[config.mk]
export PLATFORM = sky130hd
export DESIGN_NAME = cpu_insfetch
export DESIGN_NICKNAME = d
export VERILOG_FILES = /design/src/rtl/cpu_fetch_pkg.sv /design/src/rtl/cpu_fetch_queue.sv /design/src/rtl/cpu_insfetch.sv
export SDC_FILE = /design/constraint.sdc
export NUM_CORES = 1
export LEC_CHECK = 0
export CAP_MARGIN = 20
export CORE_UTILIZATION = 46
export DETAILED_ROUTE_END_ITERATION = 7
export PLACE_DENSITY_LB_ADDON = 0.25
export SETUP_SLACK_MARGIN = 0.2
export SLEW_MARGIN = 30
export SYNTH_ARGS = -nofsm -noshare
export SYNTH_HDL_FRONTEND = slang
export SYNTH_SLANG_ARGS = --single-unit
[constraint.sdc]
create_clock -name clk -period 5.7 [get_ports clk]
set_clock_uncertainty 0.05 [all_clocks]
set_input_delay 1.14 -clock clk [delete_from_list [all_inputs] [get_ports clk]]
set_output_delay 1.14 -clock clk [all_outputs]
set_load 0.05 [all_outputs]
[src/rtl/cpu_fetch_pkg.sv]
// cpu_fetch_pkg: shared types and constants for the instruction fetch unit.
//   fetch_state_t  fetch sequencer states
//   fetch_entry_t  one prefetch queue entry {pc, instr, fault}
//   INSTR_NOP      word substituted for a faulting fetch (addi x0, x0, 0)
// FETCH_XLEN sets the PC width carried in queue entries; the fetch unit's
// XLEN parameter defaults to it and the two must agree (32 or 64).
package cpu_fetch_pkg;

  localparam int FETCH_XLEN = 32;

  localparam logic [31:0] INSTR_NOP = 32'h0000_0013;

  typedef enum logic [1:0] {
    S_REQ,
    S_WAIT,
    S_FLUSH,
    S_HALT
  } fetch_state_t;

  typedef struct packed {
    logic [FETCH_XLEN-1:0] pc;
    logic [31:0]           instr;
    logic                  fault;
  } fetch_entry_t;

endpackage

[src/rtl/cpu_fetch_queue.sv]
// cpu_fetch_queue: synchronous prefetch FIFO of fetch_entry_t.
//   clk, reset     clock, asynchronous active-high reset
//   flush          clears the queue; wins over enq and deq
//   enq, enq_data  write one entry at the tail
//   deq            drop the head entry (caller guarantees non-empty)
//   head           head entry, all zero when empty
//   count          number of valid entries (0..DEPTH)
//   full, empty    occupancy flags
// DEPTH must be a power of two so the pointers wrap naturally.
module cpu_fetch_queue
  import cpu_fetch_pkg::*;
#(
  parameter int DEPTH = 2
) (
  input  logic                     clk,
  input  logic                     reset,
  input  logic                     flush,
  input  logic                     enq,
  input  fetch_entry_t             enq_data,
  input  logic                     deq,
  output fetch_entry_t             head,
  output logic [$clog2(DEPTH):0]   count,
  output logic                     full,
  output logic                     empty
);

  localparam int AW = $clog2(DEPTH);
  localparam int CW = AW + 1;

  fetch_entry_t     mem [DEPTH];
  logic [AW-1:0]    wr_ptr;
  logic [AW-1:0]    rd_ptr;

  always_ff @(posedge clk or posedge reset) begin
    if (reset) begin
      wr_ptr <= '0;
      rd_ptr <= '0;
      count  <= '0;
    end else if (flush) begin
      wr_ptr <= '0;
      rd_ptr <= '0;
      count  <= '0;
    end else begin
      if (enq) wr_ptr <= wr_ptr + 1'b1;
      if (deq) rd_ptr <= rd_ptr + 1'b1;
      count <= count + CW'(enq) - CW'(deq);
    end
  end

  // Storage needs no reset: entries are only visible through count.
  always_ff @(posedge clk) begin
    if (enq && !flush) mem[wr_ptr] <= enq_data;
  end

  assign empty = (count == '0);
  assign full  = (count == CW'(DEPTH));
  assign head  = empty ? '0 : mem[rd_ptr];

endmodule

[src/rtl/cpu_insfetch.sv]
// cpu_insfetch: instruction fetch unit feeding decode.
// Issues one word-aligned read at a time, buffers returned words in a
// DEPTH-entry prefetch queue and presents them with a valid/ready handshake.
// Redirects flush the queue and discard the in-flight response.
//   clk, reset                 clock, asynchronous active-high reset
//   redirect_valid/_pc         restart fetch at redirect_pc (bits [1:0] ignored)
//   mem_req_valid/_ready/_addr read request to instruction memory
//   mem_resp_valid/_data/_err  in-order read response, err = access fault
//   instr_valid/_ready         decode handshake
//   instr, instr_pc, instr_fault  head instruction and its attributes
// Build option FETCH_BYPASS_EN: a response arriving at an empty queue is
// presented to decode in the same cycle instead of one cycle later.
module cpu_insfetch
  import cpu_fetch_pkg::*;
#(
  parameter int               XLEN         = FETCH_XLEN,
  parameter logic [XLEN-1:0]  RESET_VECTOR = '0,
  parameter int               DEPTH        = 2
) (
  input  logic             clk,
  input  logic             reset,
  input  logic             redirect_valid,
  input  logic [XLEN-1:0]  redirect_pc,
  output logic             mem_req_valid,
  input  logic             mem_req_ready,
  output logic [XLEN-1:0]  mem_req_addr,
  input  logic             mem_resp_valid,
  input  logic [31:0]      mem_resp_data,
  input  logic             mem_resp_err,
  output logic             instr_valid,
  input  logic             instr_ready,
  output logic [31:0]      instr,
  output logic [XLEN-1:0]  instr_pc,
  output logic             instr_fault
);

  fetch_state_t            state, state_nxt;
  logic [XLEN-1:0]         fetch_pc, fetch_pc_nxt;
  logic                    run;
  logic                    req_hs, resp_take, bypass, enq, deq;
  fetch_entry_t            resp_entry, head, out_entry;
  logic [$clog2(DEPTH):0]  q_count;
  logic                    q_full, q_empty;

  // run holds off requests until the first edge after reset releases.
  always_ff @(posedge clk or posedge reset) begin
    if (reset) begin
      state    <= S_REQ;
      fetch_pc <= RESET_VECTOR;
      run      <= 1'b0;
    end else begin
      state    <= state_nxt;
      fetch_pc <= fetch_pc_nxt;
      run      <= 1'b1;
    end
  end

  assign mem_req_valid = run && (state == S_REQ) && !q_full;
  assign mem_req_addr  = fetch_pc;
  assign req_hs        = mem_req_valid && mem_req_ready;
  assign resp_take     = (state == S_WAIT) && mem_resp_valid && !redirect_valid;

  always_comb begin
    resp_entry.pc    = fetch_pc;
    resp_entry.instr = mem_resp_err ? INSTR_NOP : mem_resp_data;
    resp_entry.fault = mem_resp_err;
  end

  always_comb begin
    state_nxt    = state;
    fetch_pc_nxt = fetch_pc;
    case (state)
      S_REQ: begin
        if (redirect_valid) state_nxt = req_hs ? S_FLUSH : S_REQ;
        else if (req_hs)    state_nxt = S_WAIT;
      end
      S_WAIT: begin
        if (redirect_valid)      state_nxt = mem_resp_valid ? S_REQ : S_FLUSH;
        else if (mem_resp_valid) state_nxt = mem_resp_err ? S_HALT : S_REQ;
      end
      // A redirect here changes only fetch_pc; the old response is still owed.
      S_FLUSH: begin
        if (mem_resp_valid) state_nxt = S_REQ;
      end
      S_HALT: begin
        if (redirect_valid) state_nxt = S_REQ;
      end
      default: state_nxt = S_REQ;
    endcase
    if (redirect_valid)                   fetch_pc_nxt = {redirect_pc[XLEN-1:2], 2'b00};
    else if (resp_take && !mem_resp_err)  fetch_pc_nxt = fetch_pc + XLEN'(4);
  end

`ifdef FETCH_BYPASS_EN
  assign bypass = resp_take && q_empty;
`else
  assign bypass = 1'b0;
`endif

  // A bypassed word taken by decode this cycle never occupies the queue.
  assign enq = resp_take && !(bypass && instr_ready);
  assign deq = !q_empty && instr_ready && !redirect_valid;

  cpu_fetch_queue #(.DEPTH(DEPTH)) u_queue (
    .clk      (clk),
    .reset    (reset),
    .flush    (redirect_valid),
    .enq      (enq),
    .enq_data (resp_entry),
    .deq      (deq),
    .head     (head),
    .count    (q_count),
    .full     (q_full),
    .empty    (q_empty)
  );

  assign out_entry   = bypass ? resp_entry : head;
  assign instr_valid = (q_count != '0) || bypass;
  assign instr       = out_entry.instr;
  assign instr_pc    = out_entry.pc;
  assign instr_fault = out_entry.fault;

endmodule

==> results of run 1 <==
worst reg2reg max path: cells and delay by family, from the launching register on:
| family | cells | cell delay [ps] |
|---|---|---|
| compound gates | 1 | 180 |
| flops | 1 | 470 |
| simple gates | 3 | 1320 |
| fa+ha+maj | 1 | 320 |
routing by layer:
| layer | GRT usage [%] | routed length (um) | share of wire [%] |
|---|---|---|---|
| met5 | 0 | 0 | 0 |
| met4 | 8.93 | 240 | 1.5 |
| met3 | 4.62 | 704 | 4.3 |
| met2 | 33.2 | 7830 | 48 |
| met1 | 26.2 | 7420 | 46 |
state kept, by name (all words and copies together), names as in the netlist:
name            flops
u_queue.mem       126
mem_req_addr       30
state               2
u_queue.count       2
run                 1
u_queue.rd_ptr      1
u_queue.wr_ptr      1
synthesized netlist by cell type, types with 8 or more instances:
cell type and n:
nand3_1 15, edfxtp_1 126, a31oi_1 13, o21ai_0 16
buf_4 34, nand2_1 25, nand4_1 16, nor2b_1 31
nor2_1 89, inv_1 11, o31ai_1 11, mux2i_1 65
clkbuf_1 19, xnor2_1 8, dfrtp_1 37, or4_1 9
power by group through the flow:
stage / Sequential [mW] / Clock (mW) / Combinational [mW]
finish: 1.38 / 1.20 / 0.468
global route: 1.39 / 1.27 / 0.497
CTS: 1.38 / 1.22 / 0.468
detailed placement: 1.41 / 0 / 0.466
global placement: 1.41 / 0 / 0.454
floorplan: 1.38 / 0 / 0.333
kinds of logic (layout without fill, tap and decap cells):
family / count (synthesis) / in the layout
muxes: 67 / 67
other: 2 / 5
DFF: 163 / 163
adders and majority gates: 3 / 3
and+or+nand+nor: 223 / 223
buffers and inverters: 73 / 213
AOI/OAI and AO/OA: 51 / 51
xor gates and xnor gates: 14 / 14
metrics by stage:
| step | std cells | utilization, % | area (sq um) |
|---|---|---|---|
| global placement | 921 | 57.1 | 9040 |
| floorplan | 599 | - | 7450 |
| CTS | 954 | 61.2 | 9690 |
| finish | 955 | 61.4 | 9710 |
| global route | 955 | 61.4 | 9710 |
| detailed placement | 922 | 57.3 | 9070 |
worst paths after layout:
check | startpoint | depth (start not counted) | end | slack [ps]
worst min register to register | mem_req_addr[28] | 0 | u_queue.mem[1][61] | 530
worst max-delay path | u_queue.rd_ptr | 4 | instr_pc[25] | 1890
worst min-delay path | mem_req_addr[28] | 0 | u_queue.mem[1][61] | 530
min in group asynchronous | reset | 3 | mem_req_addr[28] | 1100
worst max register to register | mem_req_addr[2] | 5 | mem_req_addr[22] | 3280
max in group asynchronous | reset | 3 | u_queue.rd_ptr | 4120
area by class of cell:
cell class | count | area [sq um] | area share, %
repair buffers | 170 | 1720 | 17.7
multi-input cells | 363 | 2350 | 24.2
inverters | 11 | 41.3 | 0.425
clock inverters | 9 | 154 | 1.58
well taps | 216 | 270 | 2.78
clock buffers | 23 | 468 | 4.82
flip-flops and latches | 163 | 4710 | 48.5
==> impl_results.md, run 1 <==
* Status: completed
* Most common cell after layout, fill and taps aside: clkdlybuf4s50_1
* Pin count of the biggest net entering global routing at 64
* # nets final at 800
* Syn avg cell area at ~12 sq um
* Max H-tree Level at 4
* Vias at 4952
* Fin. Hold Viols at 0
* Fillers at roughly 1.2k
* Number of setup buffers added after CTS at 0
* Crit path launch type: flip-flop
* CP arrival at ~2600 ps
* Clock transition at the registers of the reported paths at approximately 60 ps
* Pwr Total at between 3 and 4 mW
* Vias per cell at 5.19
* Routability cong. at between 0.8 and 0.9
* Post-synth EDFFs at roughly 130
* Post-DP HPWL at 10400 um
* RSZ-0062 raised after global routing: no
* Hold WS at 528 ps
* Top cell type's share of synthesized area at around half
* Post-CTS sizing at 0
* Mapped Area at 7430 sq um
* Cell Chain, Critical Path: buf_16, mux2i_1, nor2_1, clkdlybuf4s50_1
* Area Overhead vs Synth at 30.7%
* Layout cell share with drive strength beyond 1 at slightly above 7%
* Post-synthesis mux area share at a little under a tenth
* Vias in the first global route at approximately 5.0k
* Drt total wl at between 15000 and 20000 um
* Max Freq at 0.263 GHz
* CTS buffer count at 17
* Largest area contributor in the netlist: edfxtp_1
* Remaining DRCs at 0
* Die height at ~130 um
* Post-route ant nets at 0
* Area of the die at 16700 sq um
* Clock buffer depth at 2
* Initial DRC Count at 280
* HP Class: flip-flop to flip-flop
* Post-placement setup slack at approximately 1800 ps
* Clock Latency Late Sink at 420 ps
* 1st-pass router iterations at 7
* Worst path slowest cell: clkdlybuf4s50_1
* Post-route setup slack at between 1500 and 2000 ps
* Xor and xnor fraction of the mapped netlist area at about 1.7%
* Hold_buf cts at 0
* Worst EP required at roughly 4500 ps
* Logic pwr share at 15.4%
* Relative slew slack at between 30% and 40%
* Starting Density at a little under half
* CP Class: flip-flop to output pin
* Post-Synth Adder-Cell Area at less than 1%
* CTS tree: built
* Synthesized instance count at around 600
* DR WL/cell at 17.0 um
* N_diodes at 0
* Period utilisation layout at about two thirds
* Synth Warn # at 0
* Setup crit end kind: output pin
* Final-report max-slew violation count at 0
* Register area share after synthesis at 63.4%
* Psw at ~790 uW
* FP Rows at 46
* Internal power at 2.26 mW
* Antenna violations before repair at 0
* Largest family of logic cells by synthesized area: simple AND/OR/NAND/NOR gates
* Grt total ovfl at 0
* TritonCTS Sinks at between 150 and 200
* Total negative slack at 0 ps
* Synth top area cells: edfxtp_1, dfrtp_1, mux2i_1, nor2_1, buf_4
* Slew @ Worst Pin at approximately 900 ps
* Post-Synth Simple-Gate Area at between 15 and 20%
* Max-cap violations at 0
* Global-route wire length before repair at between 20000 and 30000 um
* PwrDens at between 300 and 400 nW/um^2
* Buffers added on ports at between 150 and 200
* Max Fanout on Critical Path at 37
* Crit-path leading delay family: buffers and inverters
* IO Count at 170
* Die width at approximately 130 um
* Compound-gate portion of the synthesized area at 4.48%
* Distinct cells, synth at 45
* Worst path buffer plus inverter count at 2
* Root buffer cell: clkbuf_16
* Clock power frac at about two fifths
* Leak at approximately 3.2 nW
* Ys flop type: edfxtp_1
* Post-synthesis async set-or-reset flop share at roughly 23%
* Most frequent cells in the layout: clkdlybuf4s50_1, edfxtp_1, nor2_1
* Tmin final at around 3800 ps
* VDD IR max at 0.000190 V
* Switch share at between 20% and 30%
* Total GRT Usage at around a fifth
* Sequential share of power at between 40% and 50%
* Endpoints failing setup at 0
* Core Region at ~16000 sq um
* Max incr delay on CP at 810 ps
* Flops & latches, synth at between 150 and 200
Power figures use the tool's default switching activity.
==> run 2, diff against run 1 <==
CORE_UTILIZATION = 50   (was 46)
clock period = 3.93 ns   (was 5.7 ns; I/O delays follow)
==> run 2 against run 1 <==
  * Final cell count is 3.1% lower
  * Global-route usage is 1.8 points higher
  * Critical path type unchanged
  * Hold slack worse by 11 ps
  * First-iteration DRC count is 44% higher
  * Largest power group unchanged
  * Critical endpoint is now instr[8]
  * Critical path depth stayed put
  * Design area is 1.2% lower
==> impl_results.md, run 2 (synthesis results as in run 1) <==
* Endpoints failing setup at 0
* Most frequent cells in the layout: clkdlybuf4s50_1, edfxtp_1, nor2_1
* Drt total wl at approximately 16000 um
* IO Count at 170
* Total negative slack at 0 ps
* Post-route ant nets at 0
* Vias in the first global route at between 4k and 5k
* FP Rows at between 40 and 50
* Crit path launch type: flip-flop
* Vias at between 5k and 6k
* Vias per cell at approximately 5.5
* Routability cong. at roughly 0.85
* CTS buffer count at 17
* # nets final at 801
* Die width at 124 um
* Status: completed
* Worst Hold Launch: mem_req_addr[30]
* CP Class: flip-flop to output pin
* Max reg flops at ~130
* Layout cell share with drive strength beyond 1 at between 6 and 7%
* Grt total ovfl at 0
* Global-route wire length before repair at 25100 um
* Area Overhead vs Synth at 29.2%
* Antenna violations before repair at 1
* Initial DRC Count at just over 400
* Max Freq at about 0.28 GHz
* Clock buffer depth at 2
* Period utilisation layout at about 90%
* CTS tree: built
* HP Class: flip-flop to flip-flop
* Leak at 3.21 nW
* Final-report max-slew violation count at 0
* Max Fanout on Critical Path at 35
* RSZ-0062 raised after global routing: no
* Buffers added on ports at between 150 and 200
* Worst Hold Depth at 0
* Max H-tree Level at 4
* Remaining DRCs at 0
* Relative slew slack at between 30% and 40%
* Worst reg2reg path endpoint: mem_req_addr[22]
* Worst EP required at 3090 ps
* Slew @ Worst Pin at a little over 900 ps
* Hold_buf cts at 0
* Core Region at between 10000 and 15000 sq um
* Number of setup buffers added after CTS at 0
* Post-route setup slack at 400 ps
* Pin count of the biggest net entering global routing at 64
* R2R Setup Slk at about 1500 ps
* 1st-pass router iterations at 6
* Tmin final at ~3500 ps
* Post-CTS sizing at 0
* Setup crit end kind: output pin
* Die height at 124 um
* Biggest register: u_queue.mem
* Post-DP HPWL at 10700 um
* DR WL/cell at between 15 and 20 um
* Most common cell after layout, fill and taps aside: clkdlybuf4s50_1
* Root buffer cell: clkbuf_16
* Max-cap violations at 0
* Clock Latency Late Sink at between 400 and 500 ps
* Fin. Hold Viols at 0
* Starting Density at between 50% and 60%
* Post-placement setup slack at ~740 ps
* Clock transition at the registers of the reported paths at ~60 ps
* Hold Crit Endpoint: u_queue.mem[0][63]
* R2r startpoint: mem_req_addr[2]
* PwrDens at 437 nW/um^2
* TritonCTS Sinks at ~160
* VDD IR max at between 0.0003 and 0.0004 V
* Total GRT Usage at between 20% and 30%
* CP arrival at 2690 ps
* Reg2Reg Depth at 5
* Area of the die at 15400 sq um
## run 2: cell type report
type / instances / area, sq um
clock inverters: 6 / 55.1
repair buffers: 171 / 1730
flip-flops and latches: 163 / 4710
diodes: 1 / 2.50
multi-input cells: 363 / 2350
well taps: 184 / 230
clock buffers: 26 / 479
fillers: 1129 / 4930
inverters: 11 / 41.3
## run 2: worst max path at each step
stage	start	endpoint	slack, ps
final	u_queue.rd_ptr	instr[8]	400
after global routing	u_queue.rd_ptr	instr[5]	260
after CTS	u_queue.rd_ptr	instr[5]	380
after detailed placement	mem_resp_valid	mem_req_addr[26]	740
after global placement	mem_resp_valid	mem_req_addr[26]	810
after floorplan	redirect_valid	u_queue.mem[0][0]	490
## run 2: power by group
part | leakage, nW | switching, mW | internal [mW] | total, mW
Sequential | 1.58 | 0.0881 | 1.92 | 2.01
Combinational | 1.38 | 0.420 | 0.260 | 0.680
Clock | 0.257 | 0.606 | 0.899 | 1.51
## run 2: layer usage
metal  up-vias  GRT usage (%)  wire, um
li1       2401              -         -
met3        12           6.68      1180
met1      2447           28.3      6960
met2       200           36.1      8090
met5         -              0         0
met4         0           7.14       128
## run 2: worst max-delay path, cell delays in order, from the launching register on
cell and delay (ps):
dfrtp_4 870, buf_4 360, mux2i_1 110, nor2_1 100
clkdlybuf4s50_1 800
## run 2: metrics by stage
step           instance area, sq um  total power, mW  std cells  hold WS [ps]  util, %
3_3_place_gp                   9060             2.71        892           496     62.4
6_report                       9600             4.19        925           517     66.1
3_5_place_dp                   9060             2.72        892           505     62.4
4_1_cts                        9600             4.23        924           520     66.0
5_1_grt                        9600             4.34        924           544     66.0
2_1_floorplan                  7450             2.49        599           436        -
==> run 3, diff against run 2 <==
CORE_MARGIN = 1   (was default)
==> results of run 3 <==
Same layout as run 2: the final DEF is identical, and so are final timing and power.
